File: src/rtl/button_conditioner.sv
// Per-button debounce and event generator: synchronizes raw pins, then emits a clean level plus
// press, release, long-press and auto-repeat pulses timed by an external sample tick.
module button_conditioner #(
  parameter int unsigned N              = 2,
  parameter int unsigned DEBOUNCE_TICKS = 20,
  parameter int unsigned LONG_TICKS     = 500,
  parameter int unsigned REPEAT_TICKS   = 100
) (
  input  logic         clk,
  input  logic         rstb,
  input  logic         ena,
  input  logic         step,
  input  logic [N-1:0] buttons_raw,
  output logic [N-1:0] pressed,
  output logic [N-1:0] press_pulse,
  output logic [N-1:0] release_pulse,
  output logic [N-1:0] long_pulse,
  output logic [N-1:0] repeat_pulse
);

  localparam int unsigned MaxDbLong = (DEBOUNCE_TICKS > LONG_TICKS) ? DEBOUNCE_TICKS : LONG_TICKS;
  localparam int unsigned MaxTicks  = (MaxDbLong > REPEAT_TICKS) ? MaxDbLong : REPEAT_TICKS;
  localparam int unsigned CNT_W     = $clog2(MaxTicks + 1);

  localparam logic [CNT_W-1:0] DbLast   = CNT_W'(DEBOUNCE_TICKS - 1);
  localparam logic [CNT_W-1:0] LongLast = CNT_W'(LONG_TICKS - 1);
  localparam logic [CNT_W-1:0] RepLast  = CNT_W'(REPEAT_TICKS - 1);
  localparam logic [CNT_W-1:0] CntOne   = CNT_W'(1);

  typedef enum logic [2:0] {
    StIdle,
    StDbPress,
    StHeld,
    StRepeat,
    StDbRelease
  } state_e;

  logic [N-1:0]     sync1_q, sync2_q;
  state_e           state_q [N];
  state_e           state_d [N];
  logic [CNT_W-1:0] cnt_q   [N];
  logic [CNT_W-1:0] cnt_d   [N];
  logic             tick;

  logic [N-1:0] pressed_q, pressed_d;
  logic [N-1:0] press_q, press_d;
  logic [N-1:0] release_q, release_d;
  logic [N-1:0] long_q, long_d;
  logic [N-1:0] repeat_q, repeat_d;

  // Two-flop synchronizer; runs regardless of ena.
  always_ff @(posedge clk or negedge rstb) begin
    if (!rstb) begin
      sync1_q <= '0;
      sync2_q <= '0;
    end else begin
      sync1_q <= buttons_raw;
      sync2_q <= sync1_q;
    end
  end

  assign tick = ena & step;

  always_ff @(posedge clk or negedge rstb) begin
    if (!rstb) begin
      for (int i = 0; i < N; i++) begin
        state_q[i] <= StIdle;
        cnt_q[i]   <= '0;
      end
      pressed_q <= '0;
      press_q   <= '0;
      release_q <= '0;
      long_q    <= '0;
      repeat_q  <= '0;
    end else begin
      for (int i = 0; i < N; i++) begin
        state_q[i] <= state_d[i];
        cnt_q[i]   <= cnt_d[i];
      end
      pressed_q <= pressed_d;
      press_q   <= press_d;
      release_q <= release_d;
      long_q    <= long_d;
      repeat_q  <= repeat_d;
    end
  end

  // A change of the synced level always wins over a tick in the same cycle.
  always_comb begin
    pressed_d = '0;
    press_d   = '0;
    release_d = '0;
    long_d    = '0;
    repeat_d  = '0;
    for (int i = 0; i < N; i++) begin
      state_d[i] = state_q[i];
      cnt_d[i]   = cnt_q[i];
      if (ena) begin
        case (state_q[i])
          StIdle: begin
            if (sync2_q[i]) begin
              state_d[i] = StDbPress;
              cnt_d[i]   = '0;
            end
          end
          StDbPress: begin
            if (!sync2_q[i]) begin
              state_d[i] = StIdle;
              cnt_d[i]   = '0;
            end else if (tick) begin
              if (cnt_q[i] == DbLast) begin
                state_d[i] = StHeld;
                cnt_d[i]   = '0;
                press_d[i] = 1'b1;
              end else begin
                cnt_d[i] = cnt_q[i] + CntOne;
              end
            end
          end
          StHeld: begin
            if (!sync2_q[i]) begin
              state_d[i] = StDbRelease;
              cnt_d[i]   = '0;
            end else if (tick) begin
              if (cnt_q[i] == LongLast) begin
                state_d[i] = StRepeat;
                cnt_d[i]   = '0;
                long_d[i]  = 1'b1;
              end else begin
                cnt_d[i] = cnt_q[i] + CntOne;
              end
            end
          end
          StRepeat: begin
            if (!sync2_q[i]) begin
              state_d[i] = StDbRelease;
              cnt_d[i]   = '0;
            end else if (tick) begin
              if (cnt_q[i] == RepLast) begin
                cnt_d[i]    = '0;
                repeat_d[i] = 1'b1;
              end else begin
                cnt_d[i] = cnt_q[i] + CntOne;
              end
            end
          end
          StDbRelease: begin
            if (sync2_q[i]) begin
              state_d[i] = StHeld;
              cnt_d[i]   = '0;
            end else if (tick) begin
              if (cnt_q[i] == DbLast) begin
                state_d[i]   = StIdle;
                cnt_d[i]     = '0;
                release_d[i] = 1'b1;
              end else begin
                cnt_d[i] = cnt_q[i] + CntOne;
              end
            end
          end
          default: begin
            state_d[i] = StIdle;
            cnt_d[i]   = '0;
          end
        endcase
      end
      pressed_d[i] = (state_d[i] == StHeld) || (state_d[i] == StRepeat) ||
                     (state_d[i] == StDbRelease);
    end
  end

  assign pressed       = pressed_q;
  assign press_pulse   = press_q;
  assign release_pulse = release_q;
  assign long_pulse    = long_q;
  assign repeat_pulse  = repeat_q;

endmodule

File: config.mk
export PLATFORM = sky130hd
export DESIGN_NAME = button_conditioner
export DESIGN_NICKNAME = d
export VERILOG_FILES = /design/src/rtl/button_conditioner.sv
export SDC_FILE = /design/constraint.sdc
export NUM_CORES = 1
export LEC_CHECK = 0
export ABC_AREA = 0
export BUFFER_PORTS_ARGS = -buffer_cell sky130_fd_sc_hd__buf_2
export CAP_MARGIN = 20
export CORE_MARGIN = 2
export CORE_UTILIZATION = 59
export DETAILED_ROUTE_END_ITERATION = 8
export GPL_TIMING_DRIVEN = 0
export HOLD_SLACK_MARGIN = 0.08
export PLACE_DENSITY = 0.78
export SLEW_MARGIN = 20
export SYNTH_ARGS = -nofsm -noshare
export SYNTH_HDL_FRONTEND = slang
export SYNTH_SLANG_ARGS = --single-unit
File: constraint.sdc
create_clock -name clk -period 2.7 [get_ports clk]
set_input_delay 0.54 -clock clk [delete_from_list [all_inputs] [get_ports clk]]
set_output_delay 0.54 -clock clk [all_outputs]
set_load 0.02 [all_outputs]
# Word-level counts from Yosys, hierarchy flattened
# Cells that the tools add are included.
word_totals:
  elab_cells: 134
  out_inout_bits: 10
  reg_bits: 38
  in_bits: 6
op_classes:
  n_eq_ne: 26
  n_bitwise: 1
  n_mux: 86
  n_reduce_logical: 8
  add_sub_neg: 2
op_table:
  columns: ["cell", "n"]
  rows:
  - ["9-bit 2-to-1 mux", 22]
  - ["9-bit one-hot mux with 5 select lines", 2]
  - ["3-bit 2-to-1 mux", 24]
  - ["1-bit 2-to-1 mux", 36]
  - ["3-bit one-hot mux with 5 select lines", 2]
  - ["3-bit by 2-bit equality test with 1-bit output (second input constant)", 8]
  - ["9-bit by 1-bit adder with 9-bit output (second input constant)", 2]
  - ["9-bit by 5-bit equality test with 1-bit output (second input constant)", 2]
  - ["9-bit by 7-bit equality test with 1-bit output (second input constant)", 2]
  - ["9-bit equality test (second input constant)", 2]
  - ["3-bit equality test (second input constant)", 4]
  - ["3-bit != test (second input constant)", 4]
  - ["4-bit AND reduction", 2]
  - ["3-bit by 1-bit equality test with 1-bit output (second input constant)", 2]
  - ["3-bit zero test", 2]
  - ["1-bit logical OR", 4]
  - ["2-bit != test (second input constant)", 2]
  - ["1-bit bitwise AND", 1]

# Logic depth before layout (Yosys ltp)
# Gate-level depths: netlist of run 1.
depth:
  ltp_word: 9
  mapped_depth: 8
  depth_no_buf: 7

# Worst setup path after synthesis of run 1
# Ideal clock, no wire load.
synth_path:
  kind: "reg-to-reg"
  from: "register cnt_q[7] (netlist name)"
  to: "register cnt_q[1] (netlist name)"
  path_buffers: 1
  setup_ps: 121
  t_arrival_ps: 1975
  required_time_ps: 2579
  synth_period_minus_slack_ps: 2096
  path_stages_with_launch: 7
  slack_ps: 604
  path_cell_list: "dfrtp_1 -> or4b_4 -> a2111oi_4 -> o32ai_1 -> and2_1 -> buf_6 -> a22o_1"
synth_between:
  elab_chain_cells: 5
  word_cells_on_any_way: 14
  cone_classes: "eq/ne (3); mux (11)"
synth_rtl:
  columns: ["item", "line", "text"]
  rows:
  - ["from (decl)", "41", "logic [CNT_W-1:0] cnt_q [N];"]
  - ["from (signal, indexed assignment)", "78", "cnt_q[i] <= cnt_d[i];"]
  - ["9-bit by 5-bit equality test with 1-bit output (tied with other cells)", "111, 152", null]
  - ["9-bit 2-to-1 mux, on equally long branches", null, null]
  - ["9-bit 2-to-1 mux, on equally long branches", "110, 124, 138", null]
  - ["9-bit 2-to-1 mux, on equally long branches", null, null]
  - ["9-bit one-hot mux with 5 select lines *", "99", "case (state_q[i])"]
# Mark *: on every way between the ends. The rest lies on a longest branch, timed or not. The select of a mux whose other input is x is not followed.
# A chain may end at the register's enable or synchronous reset.

# Final worst setup path of run 1
layout_path:
  from: "register sync2_q[0]"
  to: "register cnt_q[14] (netlist name)"
layout_between:
  elab_chain_cells: 2
  word_cells_on_any_way: 9
  cone_classes: "eq/ne (3); mux (5); reduce/logical (1)"
layout_rtl:
  columns: ["item", "line", "text"]
  rows:
  - ["from (decl)", "38", "logic [N-1:0] sync1_q, sync2_q;"]
  - ["from (signal assigned)", "58", "sync2_q <= sync1_q;"]
  - ["9-bit 2-to-1 mux (tied with other cells)", "148", "if (sync2_q[i]) begin"]
  - ["9-bit one-hot mux with 5 select lines / 4-bit AND reduction (equally long branches)", null, null]
# Parallel ways exist; a longest one is shown, timed or not.

==> results.toml, run 1 <==
[sta]
setup_violations = 0
hold_viol = 0
layout_min_cycle_time_ns = 2.26
tightest_slew_ns = 0.848
max_freq_ghz = 0.442
rsz0062_at_grt = "false"
skew_ns = 0.0165
slew_headroom = 0.434
setup_tns_ns = 0
slew_violations = 0
fin_crit_sh = 0.837

[yosys]
synth_nets = 248
ys_top_cells_by_count = "dfrtp_1 (38), nand2_1 (33), a21oi_1 (22), nor2_1 (15), nand3_1 (9)"
seq_area_frac_synth = 0.443
yosysWarningCount = 0
syn_area_um2 = 2150
synth_top_area_frac = 0.443
synth_edf_count = 0
async_flop_share = 1.00
synth_cells = 240
synth.distinct_cells = 53
syn-mean-instance-area_um2 = 8.94
synth_top_area_cell = "dfrtp_1"
yosysMostFrequentCell = "dfrtp_1"
ys.flop_type = "dfrtp_1"
synth.area.top_cells = "dfrtp_1 (44%), nand2_1 (5.8%), a21oi_1 (5.1%)"
ys_ff_latch = 38

[finish]
drive_gt1_frac = 0.115
final_nets = 269
num_antenna_cells = 0
area_growth_pct = 8.75
fin_area_um2 = 2330

[critical_path]
start_kind = "register"
path_delay_family = "compound AO/OA/AOI/OAI gates"
cp.required_ns = 2.95
crit_path_end_kind = "register"
critical_path_buf_inv_count = 1
cp_slowest_cell = "or3b_1"
path_cells = "clkbuf_1, or3b_1, a21oi_1, nand2_1, o21ai_1, nor2_1, o32ai_1"
critPathKind = "register to register"
cp.arrival_ns = 2.51
cp_max_fo = 10
slowest_delay_ns = 0.41

[detailed_routing]
routed-wl-met2_um = 1930
wl_met3_um = 172
met1Wirelength_um = 2120
initialDrtViolationCount = 149
dr.pass1.iters = 4
top_layer_used = "met4"
drc = 0
wl_um = 4290
wl_per_cell_um = 13.9
avgViaCountPerCell = 6.10
antenna_left = 0
vias = 1878

[grt]
overflow = 0
grt_pass1_vias = 1686
grt_util_all_layers = 0.233
antenna_found_initial = 0
grt_max_degree = 39
grt_pass1_wl_um = 7550

[clocking]
ctsHoldBuffers = 0
htreeDepth = 2
clk_pin_slew_ns = 0.12
post-cts-setup-buffers = 0
cts.repair.resized = 0
cts_buffer_depth = 2
cts.sinks = 38
numCtsBuffers = 5
cts_tree = "done"
cts_root_buffer = "clkbuf_4"
clock_latency_ns = 0.35

[place]
dpl-instance-area_um2 = 2270
hpwlAfterDp_um = 3080
finalWeightedCongestion = 0.888
place.port_buffers = 14

[run_status]
status = "finished clean"

[floorplan]
initial_core_util = 0.628
std_cell_rows = 21
io_pins = 16
die_w_um = 64.3
fp.dieH_um = 64.3
dieArea_um2 = 4140
coreArea_um2 = 3420

[worst_hold_path]
hold_path_class = "input pin to asynchronous set/reset pin"

[power_and_ir_drop]
leakage_nw = 0.987
ir_drop_uv = 264
powerDensity_nw_per_um2 = 519

[job]
maxCapViolCount = 0
-- logic make-up (layout without fill, tap and decap cells) --
logic type,after synthesis,count (layout),synth area share
simple gates,111,111,0.279
fa+ha+maj,2,2,0.0117
xor+xnor,2,2,0.00816
compound gates,66,66,0.205
buf+inv,18,40,0.0373
flops,38,38,0.443
mux,3,3,0.0152
-- flip-flops by register name (all words and copies together), names as in the netlist --
register,cells
press_pulse,2
state_q,6
cnt_q,18
release_pulse,2
repeat_pulse,2
pressed,2
sync2_q,2
long_pulse,2
sync1_q,2
-- layer usage --
metal,up-vias,track usage
met2,54,0.368
met5,-,0
li1,925,-
met3,9,0.0370
met4,0,0.0904
met1,890,0.322
-- area by class of cell --
cell class / instances / area (um2)
clock buffers: 7 / 55.1
flip-flops and latches: 38 / 951
fillers: 268 / 1080
plain buffers: 10 / 50.0
well taps: 46 / 57.6
inverters: 8 / 30.0
repair buffers: 14 / 70.1
clock inverters: 1 / 5.00
multi-input cells: 184 / 1110
-- path summary, 6_finish.rpt --
kind | start | end | slack, ns | cells past startpoint
max | sync2_q[0] | cnt_q[14] | 0.44 | 7
min | rstb | pressed[0] | 0.28 | 1
max reg2reg | sync2_q[0] | cnt_q[14] | 0.44 | 7
min reg2reg | sync1_q[0] | sync2_q[0] | 0.37 | 0
max in group asynchronous | rstb | cnt_q[6] | 1.88 | 1
min in group clk | buttons_raw[0] | sync1_q[0] | 0.29 | 1
-- report_power, final --
| part | switching (mW) | total, mW | internal (mW) |
|---|---|---|---|
| sequential | 0.0267 | 0.625 | 0.598 |
| clock | 0.184 | 0.310 | 0.126 |
| combinational | 0.176 | 0.277 | 0.101 |
| total | 0.386 | 1.21 | 0.826 |
-- layout by cell type (no fill, tap or decap), types with 4 or more instances in the layout --
| cell type | instances |
|---|---|
| nor2b_1 | 7 |
| o21ai_0 | 4 |
| dfrtp_1 | 38 |
| o22ai_1 | 5 |
| inv_1 | 8 |
| nor4b_1 | 4 |
| o21ai_1 | 5 |
| nand3_1 | 9 |
| a21oi_1 | 22 |
| clkbuf_1 | 8 |
| and3_1 | 5 |
| nor4_1 | 5 |
| clkbuf_4 | 5 |
| nor3_1 | 6 |
| buf_2 | 15 |
| nor2_1 | 15 |
| nand2b_1 | 5 |
| nand2_1 | 33 |
| a31oi_1 | 5 |
-- through the flow --
step	util	worst slack (ns)	instances	power [mW]	hold slack, ns
after floorplan	-	0.604	240	0.841	0.244
after global placement	0.666	0.403	300	0.906	0.341
after detailed placement	0.666	0.415	300	0.910	0.340
after CTS	0.683	0.471	308	1.22	0.282
after global routing	0.683	0.228	308	1.28	0.278
final	0.683	0.439	308	1.21	0.285
Note: power is estimated with default switching activity, not from simulation.
==> inputs of run 2 (changes only) <==
--- a/config.mk
+++ b/config.mk
@@ -5,15 +5,15 @@
 export SDC_FILE = /design/constraint.sdc
 export NUM_CORES = 1
 export LEC_CHECK = 0
-export ABC_AREA = 0
+export ABC_AREA = 1
 export BUFFER_PORTS_ARGS = -buffer_cell sky130_fd_sc_hd__buf_2
 export CAP_MARGIN = 20
 export CORE_MARGIN = 2
-export CORE_UTILIZATION = 59
+export CORE_UTILIZATION = 60
 export DETAILED_ROUTE_END_ITERATION = 8
 export GPL_TIMING_DRIVEN = 0
 export HOLD_SLACK_MARGIN = 0.08
-export PLACE_DENSITY = 0.78
+export PLACE_DENSITY = 0.79
 export SLEW_MARGIN = 20
 export SYNTH_ARGS = -nofsm -noshare
 export SYNTH_HDL_FRONTEND = slang
==> constraint.sdc (replaced) <==
create_clock -name clk -period 2.1 [get_ports clk]
set_input_delay 0.42 -clock clk [delete_from_list [all_inputs] [get_ports clk]]
set_output_delay 0.42 -clock clk [all_outputs]
set_load 0.02 [all_outputs]
==> results.toml, run 2 <==
[run_status]
status = "finished clean"

[detailed_routing]
drc = 0
wl_um = 5080
vias = 2212
avgViaCountPerCell = 5.48
antenna_left = 0
wl_per_cell_um = 12.6
initialDrtViolationCount = 173
dr.pass1.iters = 4

[grt]
overflow = 0
antenna_found_initial = 0
grt_util_all_layers = 0.263
grt_pass1_wl_um = 8740
grt_pass1_vias = 2029
grt_max_degree = 39

[finish]
ff_latch_area_um2 = 951
mostFrequentLayoutCell = "nand2_1"
final_core_util = 0.692
multi_input_area_um2 = 1150
area_growth_pct = 10.1
regMostFlops = "cnt_q"
layout.cells.non_filler = 404
final_nets = 363
fillers = 296
largest_reg_flops = 18
num_antenna_cells = 0
drive_gt1_frac = 0.126
final_cell_mix = "nand2_1 (82), nor2_1 (49), inv_1 (43)"
reg.largest.list = "cnt_q: 18 flops, state_q: 6 flops"

[yosys]
synth.area.top_cells = "dfrtp_1 (41%), nand2_1 (13%), nor2_1 (8.2%)"
syn-mean-instance-area_um2 = 6.91
yosysMostFrequentCell = "nand2_1"
yosysWarningCount = 0
synth_top_area_frac = 0.413
ys.flop_type = "dfrtp_1"
synth_nets = 341
synth_cells = 333
async_flop_share = 1.00
synth.distinct_cells = 26
ys_top_cells_by_count = "nand2_1 (82), nor2_1 (50), inv_1 (43), dfrtp_1 (38), nand3_1 (33)"
syn_area_um2 = 2300
synth_edf_count = 0
seq_area_frac_synth = 0.413
ys_ff_latch = 38
synth_top_area_cell = "dfrtp_1"

[sta]
slew_violations = 0
tightest_slew_ns = 0.832
setup_violations = 0
slew_headroom = 0.445
holdWs_ns = 0.213
setup_tns_ns = 0
fin_crit_sh = 0.880
skew_ns = 0.00681
layout_min_cycle_time_ns = 1.85
hold_viol = 0
max_freq_ghz = 0.541
rsz0062_at_grt = "false"

[power_and_ir_drop]
leakage_nw = 1.31
p_total_mw = 1.62
powerDensity_nw_per_um2 = 641
clkPwrFrac = 0.328
switching_power_mw = 0.509
p_sw_frac = 0.314
p_comb_frac = 0.171
power_frac_seq = 0.501
ir_drop_uv = 492
p_int_mw = 1.11

[clocking]
numCtsBuffers = 5
post-cts-setup-buffers = 0
cts_buffer_depth = 2
cts_tree = "done"
clk_pin_slew_ns = 0.07
clock_latency_ns = 0.29
cts_root_buffer = "clkbuf_8"
cts.sinks = 38
htreeDepth = 2
ctsHoldBuffers = 0

[critical_path]
path_cells = "ha_1, nand2_1, nor2_2, nand4_1, nand2_1, nand2_1, inv_1, nand2_1, o21ai_1, a21oi_1"
critical_path_buf_inv_count = 1
path_delay_family = "simple AND/OR/NAND/NOR gates"
crit_path_end_kind = "register"
cp.arrival_ns = 2.03
r2r_cells = 10
critPathKind = "register to register"
crit_top_cell = "nand2_1"
regToRegEndpoint = "cnt_q[15]"
cp.required_ns = 2.28
cp_max_fo = 5
start_kind = "register"
cp_slowest_cell = "dfrtp_1"
rrSetupSlack_ns = 0.25
slowest_delay_ns = 0.39
worstReg2RegStart = "cnt_q[9]"

[place]
place.port_buffers = 15
hpwlAfterDp_um = 3670
placed_cells = 396
finalWeightedCongestion = 0.908

[floorplan]
dieArea_um2 = 4340
fp.dieH_um = 65.9
initial_core_util = 0.628
std_cell_rows = 22
io_pins = 16
coreArea_um2 = 3660
die_w_um = 65.9

[worst_hold_path]
hold_path_class = "input pin to asynchronous set/reset pin"

[job]
maxCapViolCount = 0
-- run 2: changes by cell type after synthesis, moves of 7 or more --
cell / delta
nand2_1: +49
inv_1: +35
nor2_1: +35
nand3_1: +24
o21ai_0: +19
nand4_1: +10
nor2b_1: -7
-- run 2: kinds of logic (layout without fill, tap and decap cells) --
kind of cell,Yosys count,in the layout,share of synthesized area
flip-flops,38,38,0.413
AO/OA/AOI/OAI,49,49,0.118
XOR/XNOR,1,1,0.00381
AND/OR/NAND/NOR,192,192,0.368
buffers and inverters,51,74,0.0854
adder cells (fa/ha/maj),2,2,0.0109
-- run 2: how the worst max path moves through the flow --
stage	startpoint	endpoint	cells past startpoint
after CTS	cnt_q[9]	cnt_q[15]	10
final	cnt_q[9]	cnt_q[15]	10
after global routing	cnt_q[9]	cnt_q[10]	10
after detailed placement	cnt_q[9]	cnt_q[15]	10
after global placement	cnt_q[9]	cnt_q[15]	10
after floorplan	cnt_q[9]	cnt_q[15]	10
-- run 2: through the flow --
stage                     setup WS (ns)  instance area (um2)
final                             0.252                 2530
after global routing             0.0987                 2530
after CTS                         0.155                 2530
after detailed placement          0.174                 2430
after global placement            0.214                 2430
after floorplan                   0.553                 2300
-- run 2: power groups by stage --
stage               combinational, mW  clock, mW  sequential [mW]
floorplan                       0.195          0            0.824
global placement                0.273          0            0.826
detailed placement              0.273          0            0.827
CTS                             0.278      0.544            0.813
global route                    0.322      0.570            0.820
finish                          0.277      0.533            0.814
-- run 2: routing by layer --
layer,part of all wire,up-vias,track usage
met2,0.50,67,0.443
met1,0.44,1012,0.315
li1,-,1123,-
met4,0.021,0,0.125
met3,0.045,10,0.0596
met5,0,-,0
-- run 2: area by class of cell --
class,instances,area share
multi-input combinational,244,0.456
sequential,38,0.375
inverter,49,0.0746
clock buffer,6,0.0326
timing repair buffer,15,0.0296
tap,48,0.0237
clock inverter,2,0.00494
buffer,2,0.00296
-- run 2: timing repair --
item	in CTS	in global routing
setup endpoints to repair	0	3
gates resized for setup	0	1
hold endpoints to repair	0	0
